File: src/rtl/mux_arb_pkg.sv
// Shared types and round-robin pick function for mux_rr_arbiter.
// Optional per-requester grant counters are enabled by defining MUX_ARB_STATS_EN.
package mux_arb_pkg;

   localparam int NREQ  = 4;
   localparam int SEL_W = 2;

   typedef enum logic {
      IDLE  = 1'b0,
      GRANT = 1'b1
   } state_t;

   typedef struct packed {
      logic             found;
      logic [SEL_W-1:0] idx;
   } pick_t;

   // Search starts one past the last winner and wraps, so the last winner is checked last.
   function automatic pick_t rr_pick(input logic [NREQ-1:0] req, input logic [SEL_W-1:0] last);
      pick_t            p;
      logic [SEL_W-1:0] cand;
      p.found = 1'b0;
      p.idx   = '0;
      for (int k = 1; k <= NREQ; k++) begin
         cand = last + SEL_W'(k);
         if (!p.found && req[cand]) begin
            p.found = 1'b1;
            p.idx   = cand;
         end
      end
      return p;
   endfunction

endpackage

File: src/rtl/mux4_sel.sv
// Combinational 4:1 data mux used by mux_rr_arbiter (no optional features here).
module mux4_sel
   import mux_arb_pkg::*;
#(
   parameter int WIDTH = 4
) (
   input  logic [SEL_W-1:0] sel,
   input  logic [WIDTH-1:0] in0,
   input  logic [WIDTH-1:0] in1,
   input  logic [WIDTH-1:0] in2,
   input  logic [WIDTH-1:0] in3,
   output logic [WIDTH-1:0] y
);

   always_comb begin
      y = in0;
      unique case (sel)
         2'd0: y = in0;
         2'd1: y = in1;
         2'd2: y = in2;
         2'd3: y = in3;
      endcase
   end

endmodule

File: src/rtl/mux_rr_arbiter.sv
// Round-robin arbiter sharing one 4:1 mux among four requesters, with a registered valid/ready output.
// Defining MUX_ARB_STATS_EN adds cnt_clr and gnt_cnt (per-requester accept counters).
module mux_rr_arbiter
   import mux_arb_pkg::*;
#(
   parameter int WIDTH = 4,
   parameter int CNT_W = 8
) (
   input  logic               clk,
   input  logic               rst_n,
   input  logic [NREQ-1:0]    req,
   input  logic [WIDTH-1:0]   A,
   input  logic [WIDTH-1:0]   B,
   input  logic [WIDTH-1:0]   C,
   input  logic [WIDTH-1:0]   D,
   input  logic               out_ready,
   output logic [NREQ-1:0]    gnt,
   output logic [SEL_W-1:0]   sel,
   output logic [WIDTH-1:0]   out,
   output logic               out_valid,
`ifdef MUX_ARB_STATS_EN
   input  logic               cnt_clr,
   output logic [NREQ*CNT_W-1:0] gnt_cnt,
`endif
   output state_t             dbg_state
);

   // Handshake: a word transfers on any rising edge where out_valid && out_ready;
   // out, sel and gnt are stable while out_valid && !out_ready.

   state_t           state_q, state_d;
   logic [SEL_W-1:0] last_q, last_d;
   logic [SEL_W-1:0] sel_q, sel_d;
   logic [NREQ-1:0]  gnt_q, gnt_d;
   logic [WIDTH-1:0] out_q, out_d;
   logic             out_valid_q, out_valid_d;
   logic [WIDTH-1:0] mux_data;
   logic             arb_en;
   pick_t            pick;

   // Arbitration happens when idle, or when the current word is being accepted.
   assign arb_en = (state_q == IDLE) || out_ready;
   assign pick   = rr_pick(req, last_q);
   assign sel_d  = (arb_en && pick.found) ? pick.idx : sel_q;

   mux4_sel #(.WIDTH(WIDTH)) u_mux (
      .sel (sel_d),
      .in0 (A),
      .in1 (B),
      .in2 (C),
      .in3 (D),
      .y   (mux_data)
   );

   always_ff @(posedge clk or negedge rst_n) begin
      if (!rst_n) begin
         state_q     <= IDLE;
         last_q      <= SEL_W'(NREQ - 1);
         sel_q       <= '0;
         gnt_q       <= '0;
         out_q       <= '0;
         out_valid_q <= 1'b0;
      end else begin
         state_q     <= state_d;
         last_q      <= last_d;
         sel_q       <= sel_d;
         gnt_q       <= gnt_d;
         out_q       <= out_d;
         out_valid_q <= out_valid_d;
      end
   end

   always_comb begin
      state_d = state_q;
      last_d  = last_q;
      if (arb_en) begin
         if (pick.found) begin
            state_d = GRANT;
            last_d  = pick.idx;
         end else begin
            state_d = IDLE;
         end
      end
   end

   always_comb begin
      gnt_d       = gnt_q;
      out_d       = out_q;
      out_valid_d = out_valid_q;
      if (arb_en) begin
         if (pick.found) begin
            gnt_d       = NREQ'(1) << pick.idx;
            out_d       = mux_data;
            out_valid_d = 1'b1;
         end else begin
            gnt_d       = '0;
            out_valid_d = 1'b0;
         end
      end
   end

   assign gnt       = gnt_q;
   assign sel       = sel_q;
   assign out       = out_q;
   assign out_valid = out_valid_q;
   assign dbg_state = state_q;

`ifdef MUX_ARB_STATS_EN
   logic [NREQ-1:0][CNT_W-1:0] cnt_q, cnt_d;

   // Clear wins over a same-edge accept.
   always_comb begin
      for (int i = 0; i < NREQ; i++) begin
         cnt_d[i] = cnt_clr ? '0 : cnt_q[i] + CNT_W'(gnt_q[i] & out_ready);
      end
   end

   always_ff @(posedge clk or negedge rst_n) begin
      if (!rst_n) begin
         cnt_q <= '0;
      end else begin
         cnt_q <= cnt_d;
      end
   end

   assign gnt_cnt = cnt_q;
`endif

endmodule

File: config.mk
export PLATFORM = sky130hd
export DESIGN_NAME = mux_rr_arbiter
export DESIGN_NICKNAME = d
export VERILOG_FILES = /design/src/rtl/mux_arb_pkg.sv /design/src/rtl/mux4_sel.sv /design/src/rtl/mux_rr_arbiter.sv
export SDC_FILE = /design/constraint.sdc
export NUM_CORES = 1
export LEC_CHECK = 0
export ABC_CLOCK_PERIOD_IN_PS = 1440
export CAP_MARGIN = 20
export CORE_UTILIZATION = 35
export DETAILED_ROUTE_END_ITERATION = 8
export PLACE_DENSITY = 0.74
export SETUP_SLACK_MARGIN = 0.1
export SYNTH_ARGS = -nofsm -noshare
export SYNTH_HDL_FRONTEND = slang
export SYNTH_SLANG_ARGS = --single-unit
File: constraint.sdc
create_clock -name clk -period 1.44 [get_ports clk]
set_input_delay 0.216 -clock clk [delete_from_list [all_inputs] [get_ports clk]]
set_output_delay 0.216 -clock clk [all_outputs]
set_load 0.05 [all_outputs]
[Word level (Yosys, flattened, before mapping)]
Cells that the tools add are included.
Storage, ports and cells
  bits in registers: 13
  bits of input ports: 23
  output and inout port bits: 12
Operators by class
  $add $sub $neg: 3
  order comparisons: 4
  equality and inequality tests: 3
  shift operators: 1
  multiplexer cells: 16
  bitwise operators: 1
  reductions and logical operators: 10
Operator list (count)
  4-bit case mux with 4 select lines: 1
  2-bit by 3-bit < comparator with 1-bit output, second input constant: 4
  3-bit 2-to-1 mux: 4
  1-bit binary-select mux with 2-bit select: 4
  1-bit 2-to-1 mux: 5
  2-bit adder, second input constant: 2
  2-bit equality test, second input constant: 2
  1-bit logical AND: 4
  4-bit 2-to-1 mux: 1
  1-bit by 2-bit << shifter with 4-bit output, first input constant: 1
  1-bit zero test: 3
  2-bit by 1-bit adder with 2-bit output, second input constant: 1
  2-bit by 1-bit equality test with 1-bit output, second input constant: 1
  2-bit zero test: 1
  2-bit 2-to-1 mux: 1
  2-bit AND reduction: 1
  1-bit logical OR: 1
  1-bit inverter: 1

[Logic depth before layout (Yosys ltp)]
  word-level depth: 17
  mapped depth: 6
  mapped depth without buffers: 5

[Hierarchy]
Synthesis repeated with hierarchy kept, for this count alone.
Unflattened totals
  cells, all modules: 64
  area total of the unflattened synthesis: 724.4 µm²
Modules (own cells, without submodules)
  mux_rr_arbiter: times used 1, cells an instance 60, area an instance 619.3 µm²
  mux4_sel: times used 1, cells an instance 4, area an instance 105.1 µm²

[Worst setup path after synthesis]
No wires, ideal clock.
  path type: register -> register
  start: reg out_valid (netlist name)
  end: reg gnt_q[0], in the netlist gnt[0]
  arrival: 1.714 ns
  required time: 1.357 ns
  setup slack: -0.357 ns
  cell stages (with the launch flop): 7
  period minus slack after synthesis: 1.797 ns
  cells stage by stage: dfrtp_1 nor2b_1 buf_6 or2_0 clkbuf_1 or2_2 o21ai_0
RTL lines
  to (signal assigned): RTL line mux_rr_arbiter.sv:67  | gnt_q <= gnt_d;
  to (decl): RTL line mux_rr_arbiter.sv:34  | logic [NREQ-1:0] gnt_q, gnt_d;

[Final worst setup path]
  start: reg last_q[1]
  end: reg out_q[3], in the netlist out[3]
On the way
  word-level cells in the longest chain between the ends: 17
  elaborated cells between the ends (all ways): 29
  classes of those cells: 3 x add/sub; 3 x eq/ne; 14 x mux; 9 x reduce/logical
RTL lines
  from (decl): RTL line mux_rr_arbiter.sv:32  | logic [SEL_W-1:0] last_q, last_d;
  from (signal assigned): RTL line mux_rr_arbiter.sv:58  | last_q <= SEL_W'(NREQ - 1);
  from (signal assigned): RTL line mux_rr_arbiter.sv:65  | last_q <= last_d;
  2-bit by 1-bit adder with 2-bit output: RTL line mux_arb_pkg.sv:25  | cand = last + SEL_W'(k);
  1-bit binary-select mux with 2-bit select: RTL line mux_arb_pkg.sv:26  | if (!p.found && req[cand]) begin
  1-bit 2-to-1 mux (implied by the code): RTL line mux_arb_pkg.sv:26
  3-bit 2-to-1 mux: RTL line mux_arb_pkg.sv:26
  1-bit zero test: RTL line mux_arb_pkg.sv:26
  1-bit logical AND: RTL line mux_arb_pkg.sv:26
  3-bit 2-to-1 mux: RTL line mux_arb_pkg.sv:26
  1-bit zero test: RTL line mux_arb_pkg.sv:26
  (+2 left out)
  1-bit zero test: RTL line mux_arb_pkg.sv:26
  1-bit logical AND: RTL line mux_arb_pkg.sv:26
  3-bit 2-to-1 mux *: RTL line mux_arb_pkg.sv:26
  1-bit logical AND: RTL line mux_rr_arbiter.sv:44  | assign sel_d = (arb_en && pick.found) ? pick.idx : sel_q;
  2-bit 2-to-1 mux *: RTL line mux_rr_arbiter.sv:44
  named net sel_d[1]: RTL line mux_rr_arbiter.sv:33  | logic [SEL_W-1:0] sel_q, sel_d;
  2-bit equality test (tied with other cells): RTL line mux4_sel.sv:17  | unique case (sel)
  4-bit case mux with 4 select lines *: RTL line mux4_sel.sv:17
  to (signal assigned): RTL line mux_rr_arbiter.sv:68  | out_q <= out_d;
  to (decl): RTL line mux_rr_arbiter.sv:35  | logic [WIDTH-1:0] out_q, out_d;
The timed path passes the listed nets; every way through them passes the cells marked *. The select of a mux whose other input is x is not followed.
A chain may end at the register's enable or synchronous reset.

==> flow_metrics.tcl <==
set metrics [dict create \
    drt_first_pass_iters 4 \
    fin_crit_sh 1.17 \
    final_common_cell "clkdlybuf4s50_1" \
    worst_pin_slew_ns 0.336 \
    max_freq_mhz 593 \
    yosysWarnings 0 \
    synth_fp_nets 88 \
    ant_nets 0 \
    met2_usage 0.464 \
    hold_ws_ns 0.234 \
    drive_above_1_share 0.545 \
    synth_top_area_frac 0.394 \
    endpoint_kind "register" \
    start_util 0.388 \
    die-area_um2 2180 \
    power_leakage_uw 0.000630 \
    syn_to_final_growth_pct 118 \
    design_area_um2 1530 \
    worstPathArrival_ns 1.86 \
    regToRegSetupSlack_ns -0.25 \
    die_y_um 46.7 \
    vias_per_cell 5.28 \
    power_frac_clock 0.115 \
    io_pins 35 \
    tns_ns -1.66 \
    worstPathRequired_ns 1.62 \
    n_antenna_cell 0 \
    avgSynthCellArea_um2 10.7 \
    synth_area_leaders "dfrtp_1 (39%), mux2i_1 (11%), dfstp_2 (7.5%)" \
    htreeDepth 1 \
    min_period_ns 1.69 \
    p_per_area_nw_per_um2 1390 \
    rr_worst_depth 6 \
    cts_hold_buf 0 \
    internal-power_uw 1250 \
    power_switching_uw 879 \
    grt-ovfl-total 0 \
    cts_tree "done" \
    r2r-end "out[3]" \
    path_clk_slew_ns 0.08 \
    power_frac_comb 0.611 \
    setup_ws_ns -0.248 \
    synth_area_um2 698 \
    final_cell_mix "clkdlybuf4s50_1 (19), buf_4 (17), buf_12 (12)" \
    grt.busiest_layer "met2" \
    worst_setup_path_start_kind "register" \
    wl_per_cell_um 17.5 \
    cts-root-buf "clkbuf_4" \
    rsz0062_at_grt "yes" \
    critical_path_class "reg2reg" \
    gp_congestion 0.748 \
    path_max_fanout 5 \
    drt_iter0_drc 11 \
    grt_pass1_wl_um 3970 \
    clkSinkCount 13 \
    rows 15 \
    ys_seq_area_frac 0.470 \
    seqPwrFrac 0.275 \
    yosysTopAreaCell "dfrtp_1" \
    antenna_found_initial 0 \
    clockBufferDepth 2 \
    routed_wl_um 2550 \
    die_x_um 46.7 \
    synth_seq_cells 13 \
    finalSetupViolCount 10 \
    placed_cell_area_um2 1350 \
    grt_start_max_net_pins 14 \
    max-cap-violations 0 \
    final_nets 145 \
    syn_inst 65 \
    grt_pass1_vias 838 \
    ys_types 27 \
    use_met1 0.320 \
    r2r-start "last_q[1]" \
    num_vias 771 \
    hold_path.class "in2async" \
    netSwitchingFraction 0.414 \
    cts_buffers 3 \
    status "complete, but fails checks" \
    grtUsageTotal 0.273 \
    max_slew_margin 0.776 \
    violations "setup timing" \
    hold_violations 0 \
    dpl.hpwl_um 1810 \
    slew_violations 0 \
    clock_latency_ns 0.29 \
    dp_slack_ns -0.595 \
    fin_skew_ns 0.00222 \
    grt_util_met3 0.0706 \
    io_buffer_count 34 \
    utilization 0.847 \
    peakVddDrop_v 0.00104 \
    core_um2 1800 \
    drc 0 \
]
[how the worst max path moves through the flow]
stage	slack, ns	endpoint	start	depth (start not counted)
floorplan	-0.14	out[0]	out_valid	6
global placement	-0.50	out[3]	req[0]	6
detailed placement	-0.59	out[3]	req[1]	6
CTS	-0.22	gnt[3]	last_q[1]	6
global route	-0.30	out[3]	last_q[1]	6
finish	-0.25	out[3]	last_q[1]	6
[kinds of logic (layout without fill, tap and decap cells)]
group | after synthesis | count (layout) | share of synthesized area
AO/OA/AOI/OAI | 17 | 17 | 0.217
buffers and inverters | 5 | 61 | 0.0430
flip-flops | 13 | 13 | 0.470
multiplexers | 8 | 8 | 0.115
AND/OR/NAND/NOR | 22 | 22 | 0.156
[cell usage after synthesis]
| master | number |
|---|---|
| o31ai_4 | 1 |
| a21boi_0 | 1 |
| o32ai_1 | 1 |
| o211ai_1 | 1 |
| a22oi_1 | 1 |
| buf_6 | 1 |
| nor2_2 | 1 |
| nor4_2 | 1 |
| or2_2 | 1 |
| nand3_1 | 1 |
| nor2b_1 | 2 |
| o221ai_1 | 5 |
| dfrtp_1 | 11 |
| nor2_1 | 6 |
| a32o_1 | 1 |
| or2b_1 | 1 |
| inv_1 | 2 |
| o21ai_0 | 3 |
| dfstp_2 | 2 |
| clkbuf_1 | 1 |
| or2_0 | 1 |
| o31ai_2 | 1 |
| mux2i_1 | 8 |
| nand2_1 | 8 |
| o2bb2ai_1 | 1 |
| buf_4 | 1 |
| a22o_1 | 1 |
[power groups by stage]
stage | logic, uW | registers (uW) | clock network, uW
2_1_floorplan | 297 | 810 | 0
3_3_place_gp | 1100 | 581 | 0
3_5_place_dp | 1130 | 581 | 0
4_1_cts | 1280 | 582 | 246
5_1_grt | 1350 | 595 | 262
6_report | 1300 | 583 | 243
[worst max-delay path, stage by stage (launching register included)]
cell,delay (ns)
dfstp_2,0.58
nand2_2,0.09
o2bb2ai_4,0.16
o31ai_4,0.22
buf_6,0.17
mux2i_2,0.23
o221ai_2,0.12
[state kept, by name, summed over array words and instances (netlist names)]
name and count:
gnt 4, last_q 2, out 4, out_valid 1, sel 2
[cell type report]
| type | instances | area [um^2] |
|---|---|---|
| Fill cell | 101 | 277 |
| Inverter | 2 | 7.51 |
| Tap cell | 25 | 31.3 |
| Sequential cell | 13 | 329 |
| Timing Repair Buffer | 55 | 629 |
| Clock buffer | 4 | 26.3 |
| Multi-Input combinational cell | 47 | 502 |
[what timing repair did]
item	CTS	global route
gates resized for setup	28	2
endpoints found under the setup margin	12	12
setup buffers	4	0
pin swaps	13	2
[metal layers]
| metal | wire, um | part of all wire |
|---|---|---|
| met1 | 1020 | 0.40 |
| met2 | 1390 | 0.54 |
| met3 | 100 | 0.039 |
| met4 | 43 | 0.017 |
| met5 | 0 | 0 |
[through the flow]
stage / instances / total power (uW)
2_1_floorplan: 65 / 1110
3_3_place_gp: 138 / 1680
3_5_place_dp: 138 / 1710
4_1_cts: 146 / 2100
5_1_grt: 146 / 2210
6_report: 146 / 2120
No activity file was read; power rests on OpenSTA's default activity.
